### config.mk
export PLATFORM = sky130hd
export DESIGN_NAME = fetch_unit_flat
export DESIGN_NICKNAME = d
export VERILOG_FILES = /design/src/rtl/fetch_unit_if.sv /design/src/rtl/fetch_unit.sv /design/src/flat_wrapper.sv
export SDC_FILE = /design/constraint.sdc
export NUM_CORES = 1
export LEC_CHECK = 0
export ABC_AREA = 1
export CAP_MARGIN = 20
export CORE_MARGIN = 2
export CORE_UTILIZATION = 41
export CTS_CLUSTER_SIZE = 8
export DETAILED_ROUTE_END_ITERATION = 8
export HOLD_SLACK_MARGIN = 0.05
export PLACE_DENSITY = 0.83
export REMOVE_ABC_BUFFERS = 1
export SLEW_MARGIN = 20
export SYNTH_ARGS = -nofsm -noshare
export SYNTH_HDL_FRONTEND = slang
export SYNTH_SLANG_ARGS = --single-unit
### constraint.sdc
create_clock -name clk -period 1.88 [get_ports clk]
set_input_delay 0.376 -clock clk [delete_from_list [all_inputs] [get_ports clk]]
set_output_delay 0.376 -clock clk [all_outputs]
set_load 0.01 [all_outputs]
### src/rtl/fetch_unit_if.sv
// fetch_unit_if: fetch-stage bus bundling hazard control, imem port and IF/ID outputs
interface fetch_unit_if #(
   parameter int N  = 64,
   parameter int AW = 6
);
   logic          stall_F;
   logic          pcsrc;
   logic [N-1:0]  branch_target;
   logic [AW-1:0] imem_addr;
   logic [31:0]   imem_q;
   logic [N-1:0]  pc_F;
   logic [31:0]   instr_D;
   logic [N-1:0]  pc_D;
   logic          valid_D;
   logic          fetch_fault;
   modport master (
      input  stall_F, pcsrc, branch_target, imem_q,
      output imem_addr, pc_F, instr_D, pc_D, valid_D, fetch_fault
   );
   modport slave (
      output stall_F, pcsrc, branch_target, imem_q,
      input  imem_addr, pc_F, instr_D, pc_D, valid_D, fetch_fault
   );
endinterface

### src/rtl/fetch_unit.sv
// fetch_unit: LEGv8 instruction fetch with PC, IF/ID register, stall, redirect/flush and range fault
module fetch_unit #(
   parameter int           N        = 64,
   parameter int           AW       = 6,
   parameter logic [N-1:0] RESET_PC = '0
) (
   input logic           clk,
   input logic           reset,
   fetch_unit_if.master  f
);
   typedef enum logic {BUBBLE, RUN} state_t;
   state_t        state, state_n;
   logic [N-1:0]  pc, pc_n, pc_d, pc_d_n;
   logic [31:0]   ir, ir_n;
   logic          fault, fault_n;
   logic          in_range;
   assign in_range      = pc[N-1:AW+2] == '0;
   assign f.imem_addr   = pc[AW+1:2];
   assign f.pc_F        = pc;
   assign f.instr_D     = ir;
   assign f.pc_D        = pc_d;
   assign f.valid_D     = state == RUN;
   assign f.fetch_fault = fault;
   // State register: PC, IF/ID contents, RUN/BUBBLE state and sticky fault
   always_ff @(posedge clk or negedge reset) begin
      if (!reset) begin
         state <= BUBBLE;
         pc    <= RESET_PC;
         pc_d  <= '0;
         ir    <= '0;
         fault <= 1'b0;
      end else begin
         state <= state_n;
         pc    <= pc_n;
         pc_d  <= pc_d_n;
         ir    <= ir_n;
         fault <= fault_n;
      end
   end
   // Next state: redirect flushes and beats stall; stall holds; else advance and capture
   always_comb begin
      state_n = state;
      pc_n    = pc;
      pc_d_n  = pc_d;
      ir_n    = ir;
      fault_n = fault;
      if (f.pcsrc) begin
         state_n = BUBBLE;
         pc_n    = {f.branch_target[N-1:2], 2'b00};
         pc_d_n  = '0;
         ir_n    = '0;
      end else if (!f.stall_F) begin
         state_n = in_range ? RUN : BUBBLE;
         pc_n    = pc + N'(4);
         pc_d_n  = pc;
         ir_n    = in_range ? f.imem_q : 32'h0;
         fault_n = fault | ~in_range;
      end
   end
endmodule

### src/flat_wrapper.sv
// flat-port wrapper written by rule: the top's interface ports become plain ports
module fetch_unit_flat 
#(
   parameter int           N        = 64,
   parameter int           AW       = 6,
   parameter logic [N-1:0] RESET_PC = '0
)
  (clk, reset, f_stall_F, f_pcsrc, f_branch_target, f_imem_q, f_imem_addr, f_pc_F, f_instr_D, f_pc_D, f_valid_D, f_fetch_fault);
  fetch_unit_if #(.N(N), .AW(AW)) f_i ();
  input logic clk;
  input logic reset;
  input wire logic [$bits(f_i.stall_F)-1:0] f_stall_F;
  input wire logic [$bits(f_i.pcsrc)-1:0] f_pcsrc;
  input wire logic [$bits(f_i.branch_target)-1:0] f_branch_target;
  input wire logic [$bits(f_i.imem_q)-1:0] f_imem_q;
  output wire logic [$bits(f_i.imem_addr)-1:0] f_imem_addr;
  output wire logic [$bits(f_i.pc_F)-1:0] f_pc_F;
  output wire logic [$bits(f_i.instr_D)-1:0] f_instr_D;
  output wire logic [$bits(f_i.pc_D)-1:0] f_pc_D;
  output wire logic [$bits(f_i.valid_D)-1:0] f_valid_D;
  output wire logic [$bits(f_i.fetch_fault)-1:0] f_fetch_fault;
  assign f_i.stall_F = f_stall_F;
  assign f_i.pcsrc = f_pcsrc;
  assign f_i.branch_target = f_branch_target;
  assign f_i.imem_q = f_imem_q;
  assign f_imem_addr = f_i.imem_addr;
  assign f_pc_F = f_i.pc_F;
  assign f_instr_D = f_i.instr_D;
  assign f_pc_D = f_i.pc_D;
  assign f_valid_D = f_i.valid_D;
  assign f_fetch_fault = f_i.fetch_fault;
  fetch_unit #(.N(N), .AW(AW), .RESET_PC(RESET_PC)) u_core (.clk(clk), .reset(reset), .f(f_i));
endmodule
==> impl_metrics.yaml <==
run_status:
  status: "finished clean"
logic_synthesis:
  yosysTopAreaCell: "dfrtp_1"
  synth_cell_types: 41
  synth_edf_count: 0
  ys_seq_elements: 159
  synth_top_family_by_area: "simple AND/OR/NAND/NOR gates"
  ys_warn_count: 0
  synth-compound-area-share_pct: 9.53
  synth_seq_area_share_pct: 45.8
  synth_area_per_cell_um2: 7.53
  muxShareOfSynthArea_pct: 0
  async_flop_share_pct: 100
  yosys.area_share.adder_pct: 0.144
  synth_cells: 1153
  synthSimpleGateAreaFrac_pct: 34.8
  syn_area_um2: 8680
  ys_top_cells_by_area: "dfrtp_1 46%, nand2_1 15%, o21ai_0 5.8%"
  synth-main-ff-cell: "dfrtp_1"
  yosys.area.top_type_share_pct: 45.8
  synth_xor_area_share_pct: 0.908
setup_path:
  arrival_ns: 1.45
  timing.rr.end: "u_core.f.pc_F[51]"
  critical_path_required_ns: 1.50
  end_kind: "primary output"
  max_stage_delay_ns: 0.58
  crit_chain: "clkdlybuf4s50_1"
  critical_path_class: "reg2out"
  r2r-start: "u_core.f.pc_F[41]"
  crit_path_max_fanout: 5
  slowest_stage: "clkdlybuf4s50_1"
  critPathBufInv: 1
  cp-start-kind: "register"
  crit_family: "buffers and inverters"
  r2r_setup_slack_ns: 0.12
  r2r_cells: 7
global_route:
  grt_pass1_vias: 8646
  grt_pass1_wl_um: 46200
  antenna_found_initial: 1
  grt_max_degree: 54
  grt-ovfl-total: 0
  track_usage_pct: 26.6
cts:
  cts_buffers: 17
  root_buffer: "clkbuf_16"
  path_clk_slew_ns: 0.07
  insertion_delay_ns: 0.42
  cts_sinks: 159
  htreeDepth: 4
  cts_tree: "yes"
  max-clock-path-buffers: 2
min_path:
  hp-class: "in2async"
sta:
  setup_tns_ns: 0
  fmax_mhz: 548
  setup_viol: 0
  rsz0062_at_grt: "false"
  drv_slew: 0
  fin_skew_ns: 0.00889
  post-route-period-util_pct: 97.1
  hold_viol: 0
  hold_ws_ns: 0.418
  fin_crit_ns: 1.83
placed_design:
  post-dp-hpwl_um: 22500
  placed_area_um2: 11900
  gp_congestion: 0.922
  port_buffers: 263
layout:
  fill_cells: 1883
  drive_gt1_share_pct: 11.5
  fin_util_pct: 60.8
  final_cell_mix: "343 x nand2_1, 240 x clkdlybuf4s50_1, 144 x dfrtp_1"
  final_common_cell: "nand2_1"
  area_growth_syn_to_layout_pct: 46.3
  finalNetCount: 1535
  stdcell_area_um2: 12700
floorplanning:
  num_io_pins: 268
  die_w_um: 150
  die_height_um: 150
  die_area_um2: 22400
  row_count: 53
  initial_core_util_pct: 41.6
  core_area_um2: 20900
drt:
  dr_total_vias: 8999
  vias_per_cell: 5.22
  drc: 0
  dr.pass1.iters: 5
  wl_per_cell_um: 17.3
  ant_nets: 0
  drtIter0Drc: 615
  wl_um: 29800
pwr:
  p_leak_nw: 5.79
  irDropWorstVdd_v: 0.000615
  power_mw: 9.37
  power.density_nw_per_um2: 738
flow_run:
  maxCapViolCount: 0
final cells by class:
cell class	instances	area [um^2]	area share [%]
antenna	1	2.50	0.0197
clock inverter	9	131	1.03
sequential	159	4000	31.5
timing repair buffer	321	3280	25.8
clock buffer	23	468	3.69
multi-input combinational	811	4010	31.6
inverter	124	467	3.68
tap	275	344	2.71
cells by family (layout without fill, tap and decap cells):
kind of cell | after synthesis | count (layout)
buf+inv | 184 | 477
simple gates | 657 | 657
other cells | 1 | 3
xor+xnor | 9 | 9
compound gates | 142 | 142
fa+ha+maj | 1 | 1
flops | 159 | 159
power by group:
part	internal [mW]	switching [mW]
sequential	3.66	0.260
combinational	0.907	0.977
clock	2.16	1.41
total	6.73	2.65
state kept, by name, summed over array words and instances (netlist names):
register and cells:
u_core.f.fetch_fault 1, u_core.f.pc_D 63, u_core.f.valid_D 1, u_core.f.instr_D 32, u_core.f.pc_F 62
worst max-delay path by stage:
stage	startpoint	endpoint	depth (start not counted)
6_report	u_core.f.pc_F[40]	f_pc_F[40]	1
5_1_grt	u_core.f.pc_F[27]	u_core.f.pc_F[59]	9
4_1_cts	u_core.f.pc_F[4]	f_imem_addr[2]	2
3_5_place_dp	f_stall_F	u_core.f.pc_D[46]	7
3_3_place_gp	f_stall_F	u_core.f.pc_F[38]	7
2_1_floorplan	f_pcsrc	u_core.f.pc_F[13]	3
metrics by stage:
stage,worst slack (ns),instances
2_1_floorplan,-2.52,1094
3_3_place_gp,0.0419,1681
3_5_place_dp,0.0344,1681
4_1_cts,0.00589,1717
5_1_grt,0.00104,1723
6_report,0.0546,1723
Yosys cell counts, types with 6 or more instances:
library cell	n
clkbuf_1	25
nand4_1	71
buf_4	10
nand2_2	9
nand3_1	88
inv_1	117
nor2_1	90
dfrtp_1	159
inv_2	7
nand2_1	343
xor2_1	8
nor3_1	12
a31oi_1	6
nor2_2	15
o2111ai_1	13
o211ai_1	7
buf_2	24
nand3b_1	7
nor2_4	8
o21ai_0	101
routing by layer:
layer | share of wire (%) | vias to the layer above | global-route usage (%)
li1 | - | 4354 | -
met1 | 43 | 4209 | 35.9
met2 | 45 | 375 | 41.2
met3 | 7.9 | 61 | 5.91
met4 | 3.7 | 0 | 11.3
met5 | 0 | - | 0
timing repair:
action | 4_1_cts | 5_1_grt
hold buffers | 1 | 0
endpoints found under the setup margin | 21 | 37
pin swaps | 0 | 5
hold endpoints to repair | 32 | 0
buffers inserted | 3 | 5
gates resized for setup | 16 | 37
No activity file was read; power rests on OpenSTA's default activity.
